**config.mk**
```make
export PLATFORM = sky130hd
export DESIGN_NAME = adder_pipe
export DESIGN_NICKNAME = d
export VERILOG_FILES = /design/src/rtl/adder_pipe.sv
export SDC_FILE = /design/constraint.sdc
export NUM_CORES = 1
export LEC_CHECK = 0
export CAP_MARGIN = 10
export CORE_AREA = 2 2 64 66
export DETAILED_ROUTE_END_ITERATION = 10
export DIE_AREA = 0 0 66 68
export PLACE_DENSITY = 0.67
export RECOVER_POWER = 100
export SYNTH_ARGS = -nofsm -noshare
export SYNTH_HDL_FRONTEND = slang
export SYNTH_SLANG_ARGS = --single-unit
```
**constraint.sdc**
```tcl
create_clock -name clk -period 2.53 [get_ports clk]
set_input_delay 0.759 -clock clk [delete_from_list [all_inputs] [get_ports clk]]
set_output_delay 0.759 -clock clk [all_outputs]
set_load 0.02 [all_outputs]
```
**src/rtl/adder_pipe.sv**
```systemverilog
// Pipelined ripple-carry adder: the carry chain is cut into SEG-bit segments, one register stage each.
// Optional subtract mode is enabled by defining ADDER_PIPE_SUB_EN.
module adder_pipe #(
    parameter int WIDTH = 10,
    parameter int SEG   = 5
) (
    input  logic             clk,
    input  logic             rst_n,
    input  logic             in_valid,
    output logic             in_ready,
    input  logic [WIDTH-1:0] a,
    input  logic [WIDTH-1:0] b,
    input  logic             cin,
`ifdef ADDER_PIPE_SUB_EN
    input  logic             sub,
`endif
    output logic             out_valid,
    input  logic             out_ready,
    output logic [WIDTH:0]   sum
);
    localparam int STAGES = (WIDTH + SEG - 1) / SEG;

    logic [WIDTH-1:0] b_in;
    logic             c_in;

`ifdef ADDER_PIPE_SUB_EN
    // a - b is computed as a + ~b + 1; the inversion is folded in before stage 0.
    assign b_in = sub ? ~b : b;
    assign c_in = sub | cin;
`else
    assign b_in = b;
    assign c_in = cin;
`endif

    logic [STAGES-1:0] valid;
    logic [STAGES:0]   room;
    logic [WIDTH-1:0]  stage_a   [STAGES];
    logic [WIDTH-1:0]  stage_b   [STAGES];
    logic [WIDTH-1:0]  stage_res [STAGES];
    logic [STAGES-1:0] stage_c;

    // room[k]: stage k may load this cycle (empty, or its contents move on).
    always_comb begin
        room = '0;
        room[STAGES] = out_ready;
        for (int k = STAGES - 1; k >= 0; k--) begin
            room[k] = ~valid[k] | room[k+1];
        end
    end

    assign in_ready = room[0];

    genvar gi;
    generate
        for (gi = 0; gi < STAGES; gi++) begin : g_stage
            localparam int LO = gi * SEG;
            localparam int SW = ((WIDTH - LO) < SEG) ? (WIDTH - LO) : SEG;

            logic [WIDTH-1:0] src_a;
            logic [WIDTH-1:0] src_b;
            logic [WIDTH-1:0] src_res;
            logic             src_c;
            logic             src_v;
            logic [SW:0]      seg_sum;
            logic [WIDTH-1:0] res_next;
            logic [WIDTH-1:0] a_reg;
            logic [WIDTH-1:0] b_reg;
            logic [WIDTH-1:0] res_reg;
            logic             c_reg;
            logic             valid_reg;

            if (gi == 0) begin : g_head
                assign src_a   = a;
                assign src_b   = b_in;
                assign src_c   = c_in;
                assign src_res = '0;
                assign src_v   = in_valid;
            end else begin : g_body
                assign src_a   = stage_a[gi-1];
                assign src_b   = stage_b[gi-1];
                assign src_c   = stage_c[gi-1];
                assign src_res = stage_res[gi-1];
                assign src_v   = valid[gi-1];
            end

            assign seg_sum = {1'b0, src_a[LO +: SW]} + {1'b0, src_b[LO +: SW]}
                           + {{SW{1'b0}}, src_c};

            always_comb begin
                res_next = src_res;
                res_next[LO +: SW] = seg_sum[SW-1:0];
            end

            always_ff @(posedge clk or negedge rst_n) begin
                if (!rst_n) begin
                    valid_reg <= 1'b0;
                    a_reg     <= '0;
                    b_reg     <= '0;
                    res_reg   <= '0;
                    c_reg     <= 1'b0;
                end else if (room[gi]) begin
                    valid_reg <= src_v;
                    a_reg     <= src_a;
                    b_reg     <= src_b;
                    res_reg   <= res_next;
                    c_reg     <= seg_sum[SW];
                end
            end

            assign valid[gi]     = valid_reg;
            assign stage_a[gi]   = a_reg;
            assign stage_b[gi]   = b_reg;
            assign stage_res[gi] = res_reg;
            assign stage_c[gi]   = c_reg;
        end
    endgenerate

    assign out_valid = valid[STAGES-1];
    assign sum       = {stage_c[STAGES-1], stage_res[STAGES-1]};

endmodule

```
==> results of run 1 <==
## kinds of logic after synthesis
group                    Yosys count  share of synthesized area, %
AO/OA/AOI/OAI                     18                          8.00
AND/OR/NAND/NOR                   78                          23.7
multiplexers                       1                         0.674
XOR/XNOR                           2                          1.18
adder cells (fa/ha/maj)           12                          12.1
flip-flops                        29                          48.9
buffers and inverters             16                          5.48
## metrics by stage
stage          hold slack, ns  instances  setup TNS [ns]  setup slack (ns)
2_1_floorplan           0.427        156               0             0.465
3_3_place_gp            0.452        243          -0.381            -0.381
3_5_place_dp            0.454        243          -0.400            -0.369
4_1_cts                 0.468        250               0            0.0685
5_1_grt                 0.496        250               0            0.0305
6_report                0.455        250               0            0.0810
## Yosys cell counts
library cell	count	area (um2)
nor3_1	1	5.00
buf_4	2	15.0
a21o_1	2	15.0
a22o_1	1	8.76
or2_2	1	6.26
dfrtp_1	29	726
nor3b_1	1	7.51
inv_4	1	6.26
o31ai_1	1	7.51
a31o_1	1	8.76
and3b_1	3	26.3
and2_1	2	12.5
nor3_2	1	10.0
fa_1	4	80.1
o21a_1	1	7.51
a31oi_1	2	12.5
inv_1	9	33.8
and4_1	1	8.76
a211oi_1	2	15.0
nor2b_1	1	6.26
xnor2_1	2	17.5
or3_1	1	6.26
ha_1	8	100
nand2b_1	3	18.8
o21ai_0	3	15.0
nor2_1	2	7.51
buf_6	1	11.3
mux2i_1	1	10.0
nand3_1	3	15.0
a21oi_1	4	20.0
o2111ai_1	1	8.76
nand2_1	57	214
or4_1	1	7.51
buf_2	3	15.0
## final cells by class
cell class | instances | area (um2) | area share [%]
well taps | 50 | 62.6 | 3.15
repair buffers | 43 | 397 | 20.0
inverters | 10 | 40.0 | 2.02
clock buffers | 7 | 86.3 | 4.35
flip-flops and latches | 29 | 726 | 36.6
multi-input cells | 111 | 673 | 33.9
## power groups by stage
stage / sequential (mW) / clock [mW] / combinational (mW)
after floorplan: 0.658 / 0 / 0.199
after global placement: 0.604 / 0 / 0.434
after detailed placement: 0.611 / 0 / 0.448
after CTS: 0.603 / 0.387 / 0.448
after global routing: 0.612 / 0.402 / 0.465
final: 0.598 / 0.375 / 0.417
## metal layers
layer,track usage (%),part of all wire (%),vias to the layer above
li1,-,-,594
met1,17.1,46,546
met2,25.4,46,32
met3,4.11,5.5,5
met4,8.42,2.6,0
met5,0,0,-
## timing repair
| item | 4_1_cts | 5_1_grt |
|---|---|---|
| gates resized for setup | 5 | 0 |
| endpoints found under the setup margin | 1 | 0 |
| endpoints found under the hold margin | 0 | 0 |
| hold buffers | 0 | 0 |
## worst paths after layout
path                                              startpoint                           endpoint  slack [ns]  depth (start not counted)
hold / removal             g_stage[1].res_reg[0]$_DFFE_PN0P_  g_stage[1].res_reg[0]$_DFFE_PN0P_        0.46                          2
setup reg to reg             g_stage[0].a_reg[5]$_DFFE_PN0P_  g_stage[1].res_reg[9]$_DFFE_PN0P_        0.70                          5
min in group asynchronous                              rst_n  g_stage[1].res_reg[5]$_DFFE_PN0P_        1.05                          2
hold reg to reg            g_stage[1].res_reg[0]$_DFFE_PN0P_  g_stage[1].res_reg[0]$_DFFE_PN0P_        0.46                          2
max in group asynchronous                              rst_n  g_stage[0].res_reg[4]$_DFFE_PN0P_        1.04                          2
setup / recovery                                   out_ready                           in_ready        0.08                          4
## critical path, cell delays in order
cell and delay, ns:
clkdlybuf4s50_1 0.47, and3b_1 0.23, inv_4 0.06, clkbuf_2 0.16
==> flow_summary.yaml, run 1 <==
logic_synthesis:
  synth.cell_area_um2: 1490
  synth.net_count: 193
  synth.avg_cell_area_um2: 9.52
  ys_types: 34
  synth_warnings: 0
  ys_seq_elements: 29
  synth-seq-area-share_pct: 48.9
  synthCells: 156
floorplan:
  pin_count: 38
  coreArea_um2: 3860
  die_w_um: 66
  initial_core_util_pct: 38.5
  die_area_um2: 4490
  rows: 23
  die_h_um: 68
routing:
  drt-initial-drc-count: 43
  vias: 1177
  routed_wl_um: 2950
  first_pass_iters: 4
  vias_per_cell: 4.71
  routedWlPerCell_um: 11.8
  antenna_left: 0
  drc: 0
placement:
  gp_congestion: 0.814
  hpwl_um: 2320
  io_buffers: 37
  detailed_place.area_um2: 1920
grt:
  grt_max_degree: 30
  grt_pass1_wl_um: 5020
  grt_overflow_total: 0
  antenna_found_initial: 0
  grt_pass1_vias: 1189
  grt_usage_pct: 14.9
timing:
  finalCritPeriodShare_pct: 96.8
  max_slew_margin_pct: 48.2
  skew_ns: 0.00279
  drv_slew: 0
  rsz0062_at_grt: "no"
  setup_viol: 0
  worst_slew_pin_slew_ns: 0.776
  report.final.hold_viol_count: 0
  period_minus_slack_ns: 2.45
  fmax_mhz: 408
setup_path:
  arrival_ns: 1.69
  criticalPathCategory: "input pin to primary output"
  cp_max_fo: 2
  end_kind: "primary output"
  required_ns: 1.77
  cp-start-kind: "input pin"
finish:
  largest_register_ff_count: 15
  synthToLayoutAreaGrowth_pct: 33.6
  post-route-util_pct: 51.5
  drive_above_1_share_pct: 6.00
  design_area_um2: 1980
  layout_commonest_cell: "nand2_1"
  fillers: 379
  final_cell_mix: "57 x nand2_1, 29 x dfrtp_1, 23 x clkdlybuf4s50_1"
  nets: 237
  n_antenna_cell: 0
power:
  power_density_nw_per_um2: 701
  ir_drop_uv: 261
  p_sw_share_pct: 30.7
  power.share.combinational_pct: 30.0
  power.share.clock_pct: 27.0
  power_mw: 1.39
  p_leak_nw: 0.971
  p_seq_share_pct: 43.0
  p_sw_uw: 427
  cell_internal_pwr_uw: 963
clock_tree:
  clk_latency_ns: 0.28
  h-tree-depth: 2
  clock_path_buffers: 2
  postCtsSetupBuffers: 0
  numCtsBuffers: 5
  cts-root-buf: "clkbuf_8"
  cts.clk_slew.worst_paths_ns: 0.06
  cts_tree: "done"
  clkSinkCount: 29
run:
  cap_violations: 0
status:
  outcome: "finished clean"
min_path:
  hold_path.class: "flop to flop"
Power figures use the tool's default switching activity.
==> inputs of run 2 (changes only) <==
- CAP_MARGIN: 10 -> 20
- CTS_CLUSTER_DIAMETER: default -> 60
==> results of run 2 <==
Same layout as run 1: the final DEF is identical, and so are final timing and power.
==> inputs of run 3 (changes only) <==
- CORE_AREA: 2 2 64 66 -> 2 2 58 60
- DIE_AREA: 0 0 66 68 -> 0 0 60 62
- PLACE_DENSITY: 0.67 -> 0.8
==> flow_summary.yaml, run 3 (same netlist as run 1, synthesis figures left out) <==
finish:
  largest_register_ff_count: 15
  multi_input_area_um2: 678
  final_cell_mix: "57 x nand2_1, 29 x dfrtp_1, 23 x clkdlybuf4s50_1"
  drive_above_1_share_pct: 5.45
  finalNonFillerCells: 248
  nets: 238
  fillers: 286
  post-route-util_pct: 61.3
  layout_commonest_cell: "nand2_1"
  synthToLayoutAreaGrowth_pct: 31.3
  seqCellArea_um2: 726
  n_antenna_cell: 0
setup_path:
  cp_cell_sequence: "clkdlybuf4s50_1 > and3b_1 > inv_4 > clkbuf_2"
  critPathMaxStageDelay_ns: 0.49
  cp_max_fo: 2
  slowest_stage: "clkdlybuf4s50_1"
  required_ns: 1.77
  end_kind: "primary output"
  criticalPathCategory: "input pin to primary output"
  cp-start-kind: "input pin"
  arrival_ns: 1.69
  r2r_start: "g_stage[0].a_reg[5]$_DFFE_PN0P_"
  critical_path.startpoint: "out_ready"
grt:
  antenna_found_initial: 0
  grt_max_degree: 30
  grt_overflow_total: 0
  grt_usage_pct: 20.5
  grt_pass1_vias: 1210
  grt_pass1_wl_um: 5320
timing:
  worst_slew_pin_slew_ns: 1.53
  report.final.hold_viol_count: 0
  finalCritPeriodShare_pct: 96.8
  finalWorstSetupSlack_ns: 0.0809
  fmax_mhz: 408
  period_minus_slack_ns: 2.45
  setup_viol: 0
  drv_slew: 30
  rsz0062_at_grt: "no"
  timing.hold.ws_ns: 0.469
  skew_ns: 0.00579
  max_slew_margin_pct: -2.09
routing:
  antenna_left: 0
  routedWlPerCell_um: 13.1
  first_pass_iters: 4
  vias: 1240
  routed_wl_um: 3260
  vias_per_cell: 5.00
  drc: 0
  drt-initial-drc-count: 32
clock_tree:
  cts.clk_slew.worst_paths_ns: 0.08
  cts_hold_buf: 0
  cts_tree: "done"
  cts-root-buf: "clkbuf_4"
  post_cts_resized: 5
  clock_path_buffers: 2
  clk_latency_ns: 0.33
  clkSinkCount: 29
  h-tree-depth: 2
  numCtsBuffers: 5
  postCtsSetupBuffers: 0
status:
  failed_checks: "capacitance limit, slew limit"
  outcome: "finished with violations"
placement:
  dp_cells: 240
  hpwl_um: 2560
  gp_congestion: 0.785
  place_ws_ns: -0.351
  io_buffers: 37
floorplan:
  pin_count: 38
  rows: 21
  die_w_um: 60
  die_h_um: 62
  die_area_um2: 3720
  coreArea_um2: 3180
  initial_core_util_pct: 46.7
min_path:
  min_from: "g_stage[1].res_reg[6]$_DFFE_PN0P_"
  hold_path.class: "flop to flop"
power:
  ir_drop_uv: 312
  power_density_nw_per_um2: 660
  p_leak_nw: 0.953
run:
  cap_violations: 1
## run 3: cell count changes in the layout (fill, tap and decap cells not counted), sizes merged
| cell | previous run | this run |
|---|---|---|
| clkbuf | 13 | 15 |
## run 3: worst max-delay path, delay by kind of cell
kind	cells	cell delay [ns]
buffers and inverters	3	0.70
AND/OR/NAND/NOR	1	0.23
## run 3: metrics by stage
step	TNS, ns	power [mW]	cell area, um2
after floorplan	0	0.856	1490
after global placement	-0.360	1.04	1920
after detailed placement	-0.457	1.07	1920
after CTS	0	1.33	1970
after global routing	0	1.37	1950
final	0	1.29	1950
## run 3: layout make-up
class,instances,share of cell area (%)
Sequential cell,29,37.2
Tap cell,46,2.95
Inverter,10,2.05
Clock buffer,8,2.50
Multi-Input combinational cell,111,34.8
Timing Repair Buffer,44,20.5
## run 3: power breakdown
group	switching [mW]	leakage [nW]	total (mW)	internal [mW]
registers	0.0483	0.343	0.597	0.549
clock network	0.152	0.0265	0.262	0.110
logic	0.228	0.583	0.427	0.200
total	0.428	0.953	1.29	0.859
## run 3: path summary, 6_finish.rpt
path	to	slack [ns]	depth (start not counted)
max	in_ready	0.08	4
min	g_stage[1].res_reg[6]$_DFFE_PN0P_	0.47	2
max reg2reg	g_stage[1].res_reg[9]$_DFFE_PN0P_	0.69	5
min reg2reg	g_stage[1].res_reg[6]$_DFFE_PN0P_	0.47	2
max in group asynchronous	g_stage[0].res_reg[1]$_DFFE_PN0P_	0.38	2
min in group asynchronous	g_stage[1].res_reg[9]$_DFFE_PN0P_	1.26	2
## run 3: layer usage
layer | GRT usage (%) | vias to the layer above | share of wire (%)
met5 | 0 | - | 0
met4 | 13.3 | 0 | 3.6
met3 | 4.14 | 13 | 4.0
met2 | 38.4 | 38 | 55
met1 | 20.7 | 592 | 38
li1 | - | 597 | -
